`config.mk`:
```
export PLATFORM = sky130hd
export DESIGN_NAME = uni_gates_pipe
export DESIGN_NICKNAME = d
export VERILOG_FILES = /design/src/rtl/uni_gates_pkg.sv /design/src/rtl/uni_gates_stage.sv /design/src/rtl/uni_gates_pipe.sv
export SDC_FILE = /design/constraint.sdc
export NUM_CORES = 1
export LEC_CHECK = 0
export CAP_MARGIN = 20
export CORE_MARGIN = 3
export CORE_UTILIZATION = 40
export CTS_BUF_LIST = sky130_fd_sc_hd__clkbuf_8
export DETAILED_ROUTE_END_ITERATION = 12
export DONT_BUFFER_PORTS = 1
export SYNTH_ARGS = -nofsm -noshare
export SYNTH_HDL_FRONTEND = slang
export SYNTH_HIERARCHICAL = 1
export SYNTH_SLANG_ARGS = --single-unit
```
`constraint.sdc`:
```
create_clock -name i_clk -period 2.23 [get_ports i_clk]
set_input_delay 0.223 -clock i_clk [delete_from_list [all_inputs] [get_ports i_clk]]
set_output_delay 0.223 -clock i_clk [all_outputs]
set_load 0.1 [all_outputs]
```
`src/rtl/uni_gates_pkg.sv`:
```
// ---------------------------------------------------------------------------
// uni_gates_pkg
// Shared definitions for the pipelined bitwise logic unit.
//   op_e        : 3-bit opcode selecting the bitwise function
//   OP_W        : opcode width
//   MAX_STAGES  : deepest supported pipeline
// ---------------------------------------------------------------------------
package uni_gates_pkg;

   localparam int OP_W       = 3;
   localparam int MAX_STAGES = 4;

   typedef enum logic [OP_W-1:0] {
      OP_NOT  = 3'd0,
      OP_OR   = 3'd1,
      OP_AND  = 3'd2,
      OP_NOR  = 3'd3,
      OP_NAND = 3'd4,
      OP_XOR  = 3'd5,
      OP_XNOR = 3'd6,
      OP_PASS = 3'd7
   } op_e;

endpackage

```
`src/rtl/uni_gates_stage.sv`:
```
// ---------------------------------------------------------------------------
// uni_gates_stage
// One pipeline slot: a valid bit plus a DW-bit payload, updated only when
// i_load is high. The payload is written only for valid data so an empty
// slot keeps its previous contents instead of toggling.
// Ports:
//   i_clk, i_rst  clock, synchronous active-high reset
//   i_load        slot load enable
//   i_valid       incoming valid
//   i_data        incoming payload
//   o_valid       slot occupied
//   o_data        slot payload
// ---------------------------------------------------------------------------
module uni_gates_stage #(
   parameter int DW = 8
) (
   input  logic          i_clk,
   input  logic          i_rst,
   input  logic          i_load,
   input  logic          i_valid,
   input  logic [DW-1:0] i_data,
   output logic          o_valid,
   output logic [DW-1:0] o_data
);

   logic          r_valid;
   logic [DW-1:0] r_data;

   always_ff @(posedge i_clk) begin
      if (i_rst) begin
         r_valid <= 1'b0;
         r_data  <= '0;
      end else if (i_load) begin
         r_valid <= i_valid;
         if (i_valid) begin
            r_data <= i_data;
         end
      end
   end

   assign o_valid = r_valid;
   assign o_data  = r_data;

endmodule

```
`src/rtl/uni_gates_pipe.sv`:
```
// ---------------------------------------------------------------------------
// uni_gates_pipe
// WIDTH-bit bitwise logic unit with a STAGES-deep valid/ready pipeline and a
// saturating output transfer counter.
// Optional macro: UNI_GATES_FLAGS_EN adds o_zero / o_parity, computed from the
// stage-0 result and carried alongside it through every stage.
// Ports:
//   i_clk, i_rst          clock, synchronous active-high reset
//   i_valid / o_ready     input handshake
//   i_in1, i_in2, i_op    operands and opcode (uni_gates_pkg::op_e)
//   o_valid / i_ready     output handshake
//   o_result              result of the oldest pipeline entry
//   i_cnt_clr             clear transfer counter (wins over increment)
//   o_op_cnt              saturating count of output transfers
//   o_zero, o_parity      result==0, XOR-reduce(result)  (UNI_GATES_FLAGS_EN)
// ---------------------------------------------------------------------------
module uni_gates_pipe
   import uni_gates_pkg::*;
#(
   parameter int WIDTH  = 8,
   parameter int STAGES = 2,
   parameter int CNT_W  = 16
) (
   input  logic             i_clk,
   input  logic             i_rst,
   input  logic             i_valid,
   output logic             o_ready,
   input  logic [WIDTH-1:0] i_in1,
   input  logic [WIDTH-1:0] i_in2,
   input  logic [OP_W-1:0]  i_op,
   output logic             o_valid,
   input  logic             i_ready,
   output logic [WIDTH-1:0] o_result,
   input  logic             i_cnt_clr,
   output logic [CNT_W-1:0] o_op_cnt
`ifdef UNI_GATES_FLAGS_EN
   ,
   output logic             o_zero,
   output logic             o_parity
`endif
);

   // Depth is held to the supported range 1..MAX_STAGES.
   localparam int STG = (STAGES < 1) ? 1 : ((STAGES > MAX_STAGES) ? MAX_STAGES : STAGES);

`ifdef UNI_GATES_FLAGS_EN
   localparam int DW = WIDTH + 2;   // {zero, parity, result}
`else
   localparam int DW = WIDTH;
`endif

   logic [WIDTH-1:0] w_result;
   logic [DW-1:0]    w_payload;
   logic [STG-1:0]   w_valid;
   logic [STG-1:0]   w_load;
   logic [DW-1:0]    w_data [STG];
   logic             w_out_xfer;
   logic [CNT_W-1:0] r_cnt;

   // Opcode decode
   always_comb begin
      w_result = i_in1;
      case (op_e'(i_op))
         OP_NOT:  w_result = ~i_in1;
         OP_OR:   w_result = i_in1 | i_in2;
         OP_AND:  w_result = i_in1 & i_in2;
         OP_NOR:  w_result = ~(i_in1 | i_in2);
         OP_NAND: w_result = ~(i_in1 & i_in2);
         OP_XOR:  w_result = i_in1 ^ i_in2;
         OP_XNOR: w_result = ~(i_in1 ^ i_in2);
         OP_PASS: w_result = i_in1;
         default: w_result = i_in1;
      endcase
   end

`ifdef UNI_GATES_FLAGS_EN
   assign w_payload = {~|w_result, ^w_result, w_result};
`else
   assign w_payload = w_result;
`endif

   // Ready chain, evaluated from the output end back to stage 0 in a single
   // process: a slot may load when it is empty or when its successor loads.
   // Depends only on occupancy and i_ready, never on i_valid.
   always_comb begin
      w_load[STG-1] = ~w_valid[STG-1] | i_ready;
      for (int k = STG - 2; k >= 0; k--) begin
         w_load[k] = ~w_valid[k] | w_load[k+1];
      end
   end

   for (genvar gi = 0; gi < STG; gi++) begin : g_stage
      logic          w_vin;
      logic [DW-1:0] w_din;
      if (gi == 0) begin : g_first
         assign w_vin = i_valid;
         assign w_din = w_payload;
      end else begin : g_next
         assign w_vin = w_valid[gi-1];
         assign w_din = w_data[gi-1];
      end
      uni_gates_stage #(.DW(DW)) u_stage (
         .i_clk   (i_clk),
         .i_rst   (i_rst),
         .i_load  (w_load[gi]),
         .i_valid (w_vin),
         .i_data  (w_din),
         .o_valid (w_valid[gi]),
         .o_data  (w_data[gi])
      );
   end

   // Both handshakes are masked during reset so nothing transfers in a cycle
   // whose in-flight contents are being discarded.
   assign o_ready    = w_load[0] & ~i_rst;
   assign o_valid    = w_valid[STG-1] & ~i_rst;
   assign o_result   = w_data[STG-1][WIDTH-1:0];
   assign w_out_xfer = o_valid & i_ready;

`ifdef UNI_GATES_FLAGS_EN
   assign o_zero   = w_data[STG-1][WIDTH+1];
   assign o_parity = w_data[STG-1][WIDTH];
`endif

   // Saturating transfer counter; clear has priority over increment.
   always_ff @(posedge i_clk) begin
      if (i_rst || i_cnt_clr) begin
         r_cnt <= '0;
      end else if (w_out_xfer && (r_cnt != {CNT_W{1'b1}})) begin
         r_cnt <= r_cnt + 1'b1;
      end
   end

   assign o_op_cnt = r_cnt;

endmodule

```
---- After elaboration in Yosys (flattened, before gate mapping) ----
Cells that the tools add are included.
operators by class
  $add $sub $neg .......................... 1
  eq/ne operators ......................... 8
  mux-type cells .......................... 1
  bitwise logic cells ..................... 15
  reduce and logical (&&, ||, !) cells .... 5
operators with widths
  operator                                                         number
  8-bit case mux with 8 select lines                               1
  8-bit inverter                                                   4
  16-bit by 1-bit adder with 16-bit output, second input constant  1
  16-bit != test, second input constant                            1
  3-bit == test, second input constant                             4
  8-bit bitwise AND                                                1
  8-bit bitwise OR                                                 1
  8-bit bitwise XOR                                                1
  3-bit by 2-bit == test with 1-bit output, second input constant  2
  2-bit AND reduction                                              2
  1-bit bitwise AND                                                3
  3-bit by 1-bit == test with 1-bit output, second input constant  1
  3-bit logical NOT                                                1
  1-bit inverter                                                   3
  1-bit bitwise OR                                                 2
  1-bit logical AND                                                1
  1-bit logical OR                                                 1
storage, ports and cells
  bits in registers ....................... 34
  input port bits ......................... 24
  output and inout bits ................... 26
  word-level logic and storage cells ...... 35

---- Depth between registers and ports, before layout ----
  depth in word-level cells ............... 4
  mapped depth ............................ 9
  gate-level depth less buffers ........... 8

---- Hierarchy ----
Netlist, hierarchy kept.
by module, submodules not included
  module           times used  cells each  area an instance (µm²)  sequential area each (µm²)
  uni_gates_pipe   1           226         1767.9                  320.3
  uni_gates_stage  2           40          404.1                   180.2

---- Worst setup path after synthesis ----
OpenSTA, ideal clock, no wires.
  path type ............................... flip-flop to flip-flop
  from .................................... register g_stage[1].u_stage.r_valid
  to ...................................... register r_cnt[11] (netlist: o_op_cnt[11])
  arrival ................................. 2.673 ns
  data required time ...................... 2.160 ns
  path slack .............................. -0.513 ns
  stages on the path, launching flop included .. 5
  buffers on the path ..................... 0
  cell sequence ........................... dfxtp_1 nor2b_1 nand4_1 or4_1 a21oi_1
between the ends
  longest elaborated chain between the ends .. 3
RTL lines
  what                    line                   source
  start, declared         uni_gates_stage.sv:26  logic r_valid;
  start signal, assigned  uni_gates_stage.sv:34  r_valid <= i_valid;
  1-bit bitwise AND       uni_gates_pipe.sv:116  assign o_valid = w_valid[STG-1] & ~i_rst;
  net o_valid             uni_gates_pipe.sv:31   output logic o_valid,
  1-bit bitwise AND       uni_gates_pipe.sv:118  assign w_out_xfer = o_valid & i_ready;
  1-bit logical AND       uni_gates_pipe.sv:129  end else if (w_out_xfer && (r_cnt != {CNT_W{1'b1}})) begin
  end signal, assigned    uni_gates_pipe.sv:130  r_cnt <= r_cnt + 1'b1;
  end, declared           uni_gates_pipe.sv:58   logic [CNT_W-1:0] r_cnt;
The timed path passes the listed nets, and every way through them passes these cells.
A chain may end at the register's enable or synchronous reset.

---- Worst setup path after layout ----
  from .................................... register r_cnt[0] (netlist: o_op_cnt[0])
  to ...................................... register r_cnt[14] (netlist: o_op_cnt[14])
between the ends
  longest elaborated chain between the ends .. 2
  elaborated cells on any way between the ends .. 3
  classes of those cells .................. add/sub: 1; eq/ne: 1; reduce/logical: 1
RTL lines
  what
  branches (longest 2 deep; another with 16-bit by 1-bit adder with 16-bit output)
Several ways; the timed one is not identified.

==> impl_results.md <==
- Status: completed
- Slew @ Worst Pin: 692 ps
- Initial Util: 42.5%
- CP max-delay cell: or4_1
- Worst setup startpoint: o_op_cnt[0]
- Via Count: 2247
- Fin crit period: 1900 ps
- RR Endpoint: o_op_cnt[14]
- Crit path depth: 5
- Syn nets: 347
- Final Non-Filler Cells: 399
- Placed inst area: 2750 sq um
- Area Overhead vs Synth: 11.3%
- Yosys warns: 6
- Vias in the first global route: 2086
- Maxcap violations: 0
- R2R depth: 5
- Setup bufs post-CTS: 0
- Post-synth EDFFs: 0
- Worst VDD drop: 0.265 mV
- Worst setup margin: 333 ps
- Final TNS setup: 0 ps
- Post-synth ARST share: 0%
- Seq/Total Area, Yosys: 26.4%
- Final instance area: 2870 sq um
- Total Wirelength: 5.69 mm
- RSZ-0062 raised after global routing: no
- Vias per cell: 5.63
- Cell Rows: 28
- Ys flop type: dfxtp_1
- Clk sinks: 34
- Placed cell count: 388
- DIE HEIGHT: 86.3 um
- Initial antenna violation count: 0
- Area occupied by multi-input gates: 1680 sq um
- Share of cells above drive strength 1: 22.5%
- R2r setup slk: 330 ps
- CP Cell Sequence: ha_1 -> and4_1 -> nand4_4 -> or4_1 -> a21oi_1
- Crit path max fanout: 9
- End of the critical path: o_op_cnt[14]
- IO Count: 50
- Antenna Diode Count: 0
- Register area: 689 sq um
- Core area: 6060 sq um
- CTS H-Tree Depth: 2
- Routed wire per std cell: 14.3 um
- Port Buf Inserts: 0
- CTS tree: done
- Maximum buffer depth of the clock tree: 2
- Post-Syn Instances: 306
- Critical Path Sink Type: register
- Slew Viols, Final: 0
- Largest net degree at the start of global routing: 47
- WHS Path Cells: 1
- Hold Vio Cnt, Final: 0
- Fillers: 613
- Tcrit/Tclk final: 85.1%
- Crit-path max cell delay: 430 ps
- CP arrival: 2120 ps
- WHS: 9.39 ps
- TritonCTS buffer count: 5
- Post-route ant nets: 0
- Clock Skew: 5.26 ps
- GRT Util Overall: 15.9%
- Pwr Density: 449 nW/um^2
- Chip Width: 86.3 um
- Pwr Total: 1.29 mW
- First-pass GRT wire length: 9.67 mm
- Worst Setup Start Kind: register
- Final core occ: 47.3%
- Max_slew headroom: 53.7%
- Most frequent cells in the layout: dfxtp_1 (27), buf_4 (27), nand3_1 (26)
- Synth top area share: 26.4%
- Critical R2R Launch: o_op_cnt[0]
- Mapped cell area: 2580 sq um
- Residual DRC: 0
- Net count, final: 365
- Yosys top cell by area: dfxtp_1
- CP Class: reg -> reg
- Root buffer cell: clkbuf_8
- Top delay family on crit path: simple AND/OR/NAND/NOR gates
- Clock transition at path regs: 70 ps
- Yosys reg bits: 34
- First-pass DRT Iterations: 4
- Max Freq: 0.527 GHz
- Final setup violation count: 0
- Die ar.: 7440 sq um
- Worst slack, placed: 351 ps
- Skew-Pair Late Insertion Delay: 280 ps
- Dominant cells by area after synthesis: dfxtp_1 (26%), ha_1 (8.3%), a21bo_2 (5.4%), nand3_1 (5.1%), a21oi_1 (4.9%)
- Final HPWL DP: 4.10 mm
- GRT overflow: 0
- CP Buf/Inv Count: 0
- Synthesized area per cell: 8.42 sq um
- Leakage: 1.18 nW
- Placer Congestion: 0.860
- Req. time, crit path: 2450 ps
- Synth cell types: 53
- Hold Crit Class: in -> reg
- Initial DRC count: 76
-- power by group --
part,total (mW),switching [mW],internal [mW]
Combinational,0.233,0.121,0.112
Sequential,0.637,0.0121,0.625
Clock,0.417,0.211,0.206
-- state kept, by name, indices dropped and copies added, names as in the netlist --
register	count
g_stage.u_stage/o_valid	2
o_op_cnt	16
g_stage.u_stage/o_data	16
-- synthesized netlist by cell type (2+ instances only) --
master and count:
ha_1 17, nand2_1 23, a21bo_2 14, buf_6 6, or2_2 2, a21bo_1 2
or3_1 5, buf_2 5, nor4_1 4, nor3_1 11, o31ai_1 2, or4_1 3
dfxtp_1 34, nand4_1 8, nand3b_1 3, nand3_1 26, and4_1 2, clkbuf_1 5
a211oi_1 4, mux2_2 5, a31oi_1 7, o21ai_0 16, nor2b_1 7, nor2_1 9
mux2i_1 10, buf_8 2, a21oi_1 25, a21oi_2 2, mux4_2 4, inv_1 18
buf_1 3
-- layer usage --
layer	GRT usage (%)	up-vias	wire (um)
li1	-	1166	-
met1	19.5	1035	2540
met2	27.3	39	2780
met3	4.09	7	294
met4	5.24	0	70
met5	0	-	0
-- worst min path at each step --
stage	end	from	slack (ps)
2_1_floorplan	g_stage[0].u_stage/o_data[6]	i_in1[6]	420
3_3_place_gp	g_stage[1].u_stage/o_data[4]	i_rst	290
3_5_place_dp	g_stage[1].u_stage/o_data[4]	i_rst	290
4_1_cts	g_stage[0].u_stage/o_data[3]	i_rst	0.1
5_1_grt	g_stage[1].u_stage/o_data[5]	i_rst	6
6_report	g_stage[1].u_stage/o_data[5]	i_rst	9
-- kinds of logic after synthesis --
kind of cell | share of synthesized area [%]
mux | 9.57
compound gates | 22.3
simple gates | 24.9
fa+ha+maj | 8.26
buf+inv | 8.55
flops | 26.4
-- repair_timing --
item                                   4_1_cts  5_1_grt
hold buffers                                 3        1
gates resized for setup                      0        0
endpoints found under the hold margin        9        2
-- cell type report --
class / count / area share (%)
Clock inverter: 2 / 0.262
Clock buffer: 5 / 2.40
Sequential cell: 34 / 24.0
Tap cell: 75 / 3.27
Multi-Input combinational cell: 233 / 58.5
Inverter: 18 / 2.36
Timing Repair Buffer: 32 / 9.16
Note: power is estimated with default switching activity, not from simulation.
